[config.mk]
export PLATFORM = sky130hd
export DESIGN_NAME = apb_rr_master_arbiter
export DESIGN_NICKNAME = d
export VERILOG_FILES = /design/src/rtl/apb_pkg.sv /design/src/rtl/rr_arbiter.sv /design/src/rtl/apb_rr_master_arbiter.sv
export SDC_FILE = /design/constraint.sdc
export NUM_CORES = 1
export LEC_CHECK = 0
export CAP_MARGIN = 40
export CORE_AREA = 2 2 158 160
export DETAILED_ROUTE_END_ITERATION = 10
export DIE_AREA = 0 0 160 162
export PLACE_DENSITY = 0.59
export SLEW_MARGIN = 20
export SYNTH_ARGS = -nofsm -noshare
export SYNTH_HDL_FRONTEND = slang
export SYNTH_SLANG_ARGS = --single-unit
export TNS_END_PERCENT = 50
[constraint.sdc]
create_clock -name clk -period 3.4 [get_ports clk]
set_input_delay 0.51 -clock clk [delete_from_list [all_inputs] [get_ports clk]]
set_output_delay 0.51 -clock clk [all_outputs]
set_load 0.1 [all_outputs]
[src/rtl/apb_pkg.sv]
// apb_pkg: shared APB state type and bus widths for the round-robin master arbiter.
package apb_pkg;
  localparam int APB_AW = 32;
  localparam int APB_DW = 32;
  typedef enum logic [1:0] {IDLE, SETUP, ACCESS} apb_state_t;
endpackage

[src/rtl/rr_arbiter.sv]
// rr_arbiter: combinational round-robin pick; rotate by ptr, take lowest set bit, rotate back.
module rr_arbiter #(
  parameter int N = 4,
  localparam int IW = $clog2(N)
) (
  input  logic [N-1:0]  req_i,
  input  logic [IW-1:0] ptr_i,
  output logic [N-1:0]  grant_o,
  output logic          any_o,
  output logic [IW-1:0] idx_o
);
  logic [N-1:0]  w_rot;
  logic [IW-1:0] w_off;
  logic [IW:0]   w_sum;
  assign w_rot = N'({req_i, req_i} >> ptr_i);
  always_comb begin
    w_off = '0;
    for (int i = N - 1; i >= 0; i--) if (w_rot[i]) w_off = IW'(i);
  end
  assign any_o = |req_i;
  // offset is relative to ptr; fold back into 0..N-1 for non-power-of-two N
  assign w_sum = {1'b0, w_off} + {1'b0, ptr_i};
  assign idx_o = w_sum >= (IW + 1)'(N) ? IW'(w_sum - (IW + 1)'(N)) : IW'(w_sum);
  assign grant_o = any_o ? N'(1) << idx_o : '0;
endmodule

[src/rtl/apb_rr_master_arbiter.sv]
// apb_rr_master_arbiter: shares one APB master port among NUM_REQ requesters,
// round-robin, one transfer in flight, with a bounded ACCESS wait.
module apb_rr_master_arbiter
  import apb_pkg::*;
#(
  parameter int NUM_REQ     = 4,
  parameter int TIMEOUT_CYC = 16
) (
  input  logic                    clk,
  input  logic                    reset_n,
  input  logic [NUM_REQ-1:0]      req_valid_i,
  input  logic [NUM_REQ-1:0]      req_write_i,
  input  logic [NUM_REQ*32-1:0]   req_addr_i,
  input  logic [NUM_REQ*32-1:0]   req_wdata_i,
  output logic [NUM_REQ-1:0]      req_ready_o,
  output logic [NUM_REQ-1:0]      rsp_valid_o,
  output logic [APB_DW-1:0]       rsp_rdata_o,
  output logic                    rsp_err_o,
  output logic                    rsp_timeout_o,
  output logic                    apb_psel_o,
  output logic                    apb_penable_o,
  output logic [APB_AW-1:0]       apb_paddr_o,
  output logic                    apb_pwrite_o,
  output logic [APB_DW-1:0]       apb_pwdata_o,
  input  logic [APB_DW-1:0]       apb_prdata_i,
  input  logic                    apb_pready_i,
  input  logic                    apb_pslverr_i
);
  localparam int IW = $clog2(NUM_REQ);
  localparam int CW = $clog2(TIMEOUT_CYC + 1);
  apb_state_t          r_state, w_next;
  logic [IW-1:0]       r_ptr, r_owner, w_idx, w_ptr_nxt;
  logic [CW-1:0]       r_cnt;
  logic [NUM_REQ-1:0]  w_grant, r_rsp_valid;
  logic                w_any, w_to, w_done, w_open, w_accept;
  logic [APB_AW-1:0]   r_paddr;
  logic [APB_DW-1:0]   r_pwdata, r_rdata;
  logic                r_pwrite, r_err, r_to;

  rr_arbiter #(.N(NUM_REQ)) u_arb (
    .req_i   (req_valid_i),
    .ptr_i   (r_ptr),
    .grant_o (w_grant),
    .any_o   (w_any),
    .idx_o   (w_idx)
  );

  // pready on the last allowed cycle is a normal completion, never a timeout
  assign w_to      = r_state == ACCESS && !apb_pready_i && r_cnt == CW'(TIMEOUT_CYC - 1);
  assign w_done    = r_state == ACCESS && (apb_pready_i || w_to);
  assign w_open    = r_state == IDLE || w_done;
  assign w_accept  = w_open && w_any;
  assign w_ptr_nxt = w_idx == IW'(NUM_REQ - 1) ? '0 : w_idx + 1'b1;
  assign req_ready_o = (w_open && reset_n) ? w_grant : '0;

  always_ff @(posedge clk or negedge reset_n)
    if (!reset_n) r_state <= IDLE;
    else r_state <= w_next;

  always_comb
    w_next = r_state == SETUP ? ACCESS : (w_accept ? SETUP : (w_done ? IDLE : r_state));

  always_comb begin
    apb_psel_o    = r_state != IDLE;
    apb_penable_o = r_state == ACCESS;
  end

  always_ff @(posedge clk or negedge reset_n)
    if (!reset_n) begin
      r_ptr       <= '0;
      r_owner     <= '0;
      r_cnt       <= '0;
      r_rsp_valid <= '0;
      r_rdata     <= '0;
      r_err       <= 1'b0;
      r_to        <= 1'b0;
      r_paddr     <= '0;
      r_pwdata    <= '0;
      r_pwrite    <= 1'b0;
    end else begin
      r_cnt       <= (r_state == ACCESS && !apb_pready_i) ? r_cnt + 1'b1 : '0;
      r_rsp_valid <= w_done ? NUM_REQ'(1) << r_owner : '0;
      if (w_done) begin
        r_rdata <= (apb_pready_i && !r_pwrite) ? apb_prdata_i : '0;
        r_err   <= apb_pready_i ? apb_pslverr_i : 1'b1;
        r_to    <= !apb_pready_i;
      end
      if (w_accept) begin
        r_paddr  <= req_addr_i[APB_AW*w_idx +: APB_AW];
        r_pwdata <= req_wdata_i[APB_DW*w_idx +: APB_DW];
        r_pwrite <= req_write_i[w_idx];
        r_owner  <= w_idx;
        r_ptr    <= w_ptr_nxt;
      end
    end

  assign rsp_valid_o   = r_rsp_valid;
  assign rsp_rdata_o   = r_rdata;
  assign rsp_err_o     = r_err;
  assign rsp_timeout_o = r_to;
  assign apb_paddr_o   = r_paddr;
  assign apb_pwrite_o  = r_pwrite;
  assign apb_pwdata_o  = r_pwdata;
endmodule
-- After elaboration in Yosys (flattened, before gate mapping)
Cells that the tools add are included.
- memories: 0
- bits in read-only memories: 0
- flip-flop bits (word level): 114
- output and inout port bits: 109
- memory bits (writable): 0
- latch bits: 0
- div/mod/pow operators: 0
- reductions and logical operators: 14
- bitwise logic cells: 0
- order comparisons: 2
- mux-type cells: 17
- add/subtract/negate cells: 4
- eq/ne operators: 4
- shifts and indexed selects: 5
- multiply operators: 0
- operators with widths (operator ; number):
    $shiftx A128 B8 Y32 ; 2
    $mux W32 ; 1
    $mux W2 ; 9
    $mux W4 ; 3
    $shl A1 B2 Y4 const A ; 2
    $shr A8 B2 Y4 ; 1
    $logic_and A1 B1 Y1 ; 6
    $add A5 B1 Y5 const B ; 1
    $eq A5 B4 Y1 const B ; 1
    $mux W5 ; 1
    $eq A2 B2 Y1 const B ; 2
    $reduce_or A4 Y1 ; 1
    $add A2 B2 Y3 ; 1
    $ge A3 B3 Y1 const B ; 1
    $lt A2 B3 Y1 const B ; 1
    $reduce_bool A3 Y1 ; 1
    $add A2 B1 Y2 const B ; 1
    $bmux W1 S2 ; 1
    $eq A2 B1 Y1 const B ; 1
    $logic_not A1 Y1 ; 2
    $logic_not A2 Y1 ; 1
    $logic_or A1 B1 Y1 ; 2
    $mux W1 ; 2
    $reduce_bool A2 Y1 ; 1
    $sub A2 B1 Y2 const B ; 1

-- Depth between registers and ports, before layout
Gate-level depths: netlist of the first run.
- word-level depth: 11
- depth in mapped cells: 16

-- By module
Synthesis of the first run repeated with hierarchy kept, for this count alone.
- cells, all modules: 448
- area, all modules: 6503.7 µm²
- modules (own cells, without submodules) (module ; cells an instance ; seq. area each (µm²) ; instances ; area an instance (µm²)):
    apb_rr_master_arbiter ; 411 ; 2852.7 ; 1 ; 6213.5
    rr_arbiter ; 37 ; 0.0 ; 1 ; 290.3

-- Least setup slack after synthesis of the first run
Ideal clock, no wire load.
- path type: input-to-output
- start: input req_valid_i[1]
- end: output req_ready_o[1]
- cell stages on the path: 11
- arrival: 4456 ps
- setup slack: -1566 ps
- path through: buf_2 -> inv_1 -> o21ai_0 -> a21oi_1 -> a21oi_1 -> a21oi_1 -> ha_1 -> clkbuf_1 -> buf_4 -> clkbuf_1 -> nor3b_1
- longest elaborated chain between the ends: 11
- elaborated cells between the ends (all ways): 13
- those cells by class: 2 x add/sub; 1 x order compare; 2 x shift; 7 x mux; 1 x reduce/logical
- ends and longest elaborated chain (what ; RTL line ; RTL):
    from (decl) ; apb_rr_master_arbiter.sv:11 ; input logic [NUM_REQ-1:0] req_valid_i,
    $shr A8 B2 Y4 ; rr_arbiter.sv:15 ; assign w_rot = N'({req_i, req_i} >> ptr_i);
    $mux W2 (4 in a row) ; rr_arbiter.sv:18 ; for (int i = N - 1; i >= 0; i--) if (w_rot[i]) w_off = IW'(i);
    $add A2 B2 Y3 ; rr_arbiter.sv:22 ; assign w_sum = {1'b0, w_off} + {1'b0, ptr_i};
    $ge A3 B3 Y1 or $sub A2 B1 Y2 (tied branches) ; rr_arbiter.sv:23 ; assign idx_o = w_sum >= (IW + 1)'(N) ? IW'(w_sum - (IW + 1)'(N)) : IW'(w_sum);
    $mux W2 ; rr_arbiter.sv:23 ;
    $shl A1 B2 Y4 ; rr_arbiter.sv:24 ; assign grant_o = any_o ? N'(1) << idx_o : '0;
    $mux W4 (*) ; rr_arbiter.sv:24 ;
    $mux W4 (*) ; apb_rr_master_arbiter.sv:54 ; assign req_ready_o = (w_open && reset_n) ? w_grant : '0;
    to (decl) ; apb_rr_master_arbiter.sv:15 ; output logic [NUM_REQ-1:0] req_ready_o,
Mark *: on every way between the ends. The rest lies on a longest branch, timed or not.

-- Final worst setup path of the first run
- start: input req_valid_i[0]
- end: output req_ready_o[1]
Same word-level chain as after synthesis.

==> results of run 1 <==
power breakdown:
group / internal, mW / switching, mW
Combinational: 5.41 / 8.23
Clock: 1.17 / 0.673
Sequential: 2.01 / 0.390
cell usage in the layout, fill, tap and decap left out, drive strengths merged, types with 2 or more instances in the layout:
cell type | synthesis | final
a21oi | 6 | 6
buf | 21 | 144
nor3 | 4 | 4
or2 | 2 | 2
ha | 5 | 5
dfrtp | 114 | 114
xnor2 | 2 | 2
nand3 | 33 | 33
clkinvlp | 0 | 2
mux2i | 130 | 130
nand2 | 144 | 144
and3b | 2 | 2
nor2 | 76 | 76
inv | 4 | 5
clkbuf | 51 | 19
and3 | 3 | 3
bufinv | 0 | 3
o311ai | 65 | 65
dlymetal6s2s | 0 | 2
clkinv | 0 | 7
nor3b | 5 | 5
o21ai | 71 | 71
clkdlybuf4s50 | 0 | 389
nor2b | 6 | 6
worst max path at each step:
stage / to / slack (ns)
after floorplan: req_ready_o[1] / -0.22
after global placement: req_ready_o[1] / -0.11
after detailed placement: req_ready_o[0] / -0.12
after CTS: req_ready_o[1] / 0.008
after global routing: req_ready_o[0] / 0.04
final: req_ready_o[1] / 0.14
routing by layer:
layer,up-vias,part of all wire,GRT usage
met1,3603,0.38,0.245
met2,297,0.52,0.411
met5,-,0,0
li1,3660,-,-
met4,0,0.031,0.0839
met3,47,0.073,0.0674
synth_stat cells, types with 6 or more instances:
master,number
a21oi_1,6
buf_2,11
clkbuf_1,47
dfrtp_1,114
mux2i_1,130
nand2_1,144
nand3_1,33
nor2_1,76
nor2b_1,6
o21ai_0,67
o311ai_0,45
o311ai_1,20
cell type report:
| cell class | instances | share of cell area |
|---|---|---|
| Inverter | 4 | 0.00124 |
| Clock buffer | 19 | 0.0314 |
| Timing Repair Buffer | 536 | 0.464 |
| Tap cell | 324 | 0.0287 |
| Clock inverter | 13 | 0.0114 |
| Sequential cell | 114 | 0.202 |
| Multi-Input combinational cell | 564 | 0.261 |
cells by family after synthesis:
| group | count (synthesis) | synth area share |
|---|---|---|
| adders and majority gates | 5 | 0.00928 |
| DFF | 114 | 0.423 |
| muxes | 130 | 0.193 |
| xor gates and xnor gates | 3 | 0.00390 |
| buffers and inverters | 76 | 0.0501 |
| AOI/OAI and AO/OA | 148 | 0.148 |
| and+or+nand+nor | 278 | 0.172 |
state kept, by name, indices dropped and copies added (netlist names):
register / count
apb_paddr_o: 32
apb_pwdata_o: 32
apb_pwrite_o: 1
r_cnt: 5
r_owner: 2
r_ptr: 2
r_state: 2
rsp_err_o: 1
rsp_rdata_o: 32
rsp_timeout_o: 1
rsp_valid_o: 4
stage by stage:
stage	utilization	power [mW]	worst slack, ns
finish	0.585	17.9	0.136
global route	0.585	18.7	0.0352
CTS	0.584	18.0	0.00823
detailed placement	0.558	16.1	-0.122
global placement	0.471	13.3	-0.110
floorplan	-	10.3	-0.216
worst max-delay path: stages:
cell and delay, ns:
clkdlybuf4s50_1 0.50, o21ai_1 0.07, a21oi_1 0.12, a21oi_1 0.07, a21oi_2 0.20, ha_4 0.18
xnor2_4 0.13, and4_4 0.24, or2_4 0.15, inv_4 0.05, buf_4 0.13, nor3b_4 0.20
buf_12 0.20
what timing repair did:
| item | 4_1_cts | 5_1_grt |
|---|---|---|
| pin swaps | 1 | 6 |
| endpoints found under the setup margin | 4 | 4 |
| buffers inserted | 0 | 0 |
| resized for setup | 5 | 7 |
==> impl_metrics.ini, run 1 <==
[floorplan]
die_x_um = 160
core_area_um2 = 24100
fp-row-count = 57
fp.dieArea_um2 = 25900
ios = 409
initial_core_util = 0.280
die_h_um = 162

[power_and_ir_drop]
irDropWorstVdd_mv = 0.822
p_leak_nw = 6.17
pwr_density_cell_nw_per_um2 = 1270

[place]
routabilityCongestion = 0.805
dp_hpwl_mm = 22.4
port_buffers = 408
dp_cells = 1542
placed_area_um2 = 13500

[grt]
grt_max_degree = 79
gr-total-overflow = 0
grt_pass1_vias = 8162
grt_pass1_wl_mm = 45.2
grt_antenna_before_repair = 0
track_usage = 0.225

[clock_tree]
cts_tree = built
clk_pin_slew_worst_paths_ns = 0.06
cts_sinks = 114
clk_latency_ns = 0.42
cts_buffers = 17
cts-root-buf = clkbuf_16
cts_hold_buf = 0
cts_buffer_depth = 2
ctsHtreeMaxLevel = 4

[detailed_routing]
ant_nets = 0
post_drt_via_cell_ratio = 4.83
num_vias = 7607
wl_mm = 29.4
post_drt_wl_per_cell_um = 18.7
dr.pass1.iters = 4
drc = 0
drt_iter0_drc = 451

[sta]
finalMaxSlewViolations = 0
finalCritPeriodShare = 0.960
setup_viol = 0
max-slew-margin-rel = 0.492
fin_hold_ws_ns = 0.0883
period_minus_slack_ns = 3.26
worstMarginPinSlew_ns = 0.762
finalHoldViolCount = 0
max_freq_mhz = 306
finalSetupTns_ns = 0
rsz0062_at_grt = false
finClkSkew_ns = 0.00868

[critical_path]
rr_worst_depth = 10
start_kind = input pin
r2r_start = r_ptr[1]
path_max_fanout = 4
cp_data_arrival_time_ns = 2.75
cp-startpoint = req_valid_i[0]
path_class = in -> out
r2r_slack_ns = 0.78
r2r_end = apb_paddr_o[29]
end_kind = output port
worstPathRequired_ns = 2.89

[synth]
synth_ff_type = dfrtp_1
netlist-cell-type-count = 36
synth_area_per_cell_um2 = 8.94
mappedNetlistArea_um2 = 6740
synth_seq_area_share = 0.423
yosys_warnings = 0
synth-seq-cells = 114
synth_nets = 1059
synth_area_leaders = dfrtp_1 (42%), mux2i_1 (19%), nand2_1 (8.0%)
synth_enable_flop_cells = 0
synth-async-reset-ratio = 1.00
syn_inst = 754
synth_top_area_frac = 0.423
synth_top_cell_by_area = dfrtp_1

[finish]
synthToLayoutAreaGrowth_pct = 109
fin_area_um2 = 14100
antennaDiodeCount = 0
num-fill-cells = 2060
seq_area_um2 = 2850
finalNetCount = 1542
drive_gt1_frac = 0.155
multi_input_area_um2 = 3680
layoutNonFillerInstCount = 1574

[run_status]
status = finished, final reports clean

[run]
drv_cap = 0

[min_path]
hp-class = in -> async
Power figures use the tool's default switching activity.
==> inputs of run 2 (changes only) <==
--- a/config.mk
+++ b/config.mk
@@ -9,6 +9,7 @@
 export CORE_AREA = 2 2 158 160
 export DETAILED_ROUTE_END_ITERATION = 10
 export DIE_AREA = 0 0 160 162
+export GPL_ROUTABILITY_DRIVEN = 0
 export PLACE_DENSITY = 0.59
 export SLEW_MARGIN = 20
 export SYNTH_ARGS = -nofsm -noshare
==> results of run 2 <==
No change in the layout: final DEF, timing and power equal those of run 1.
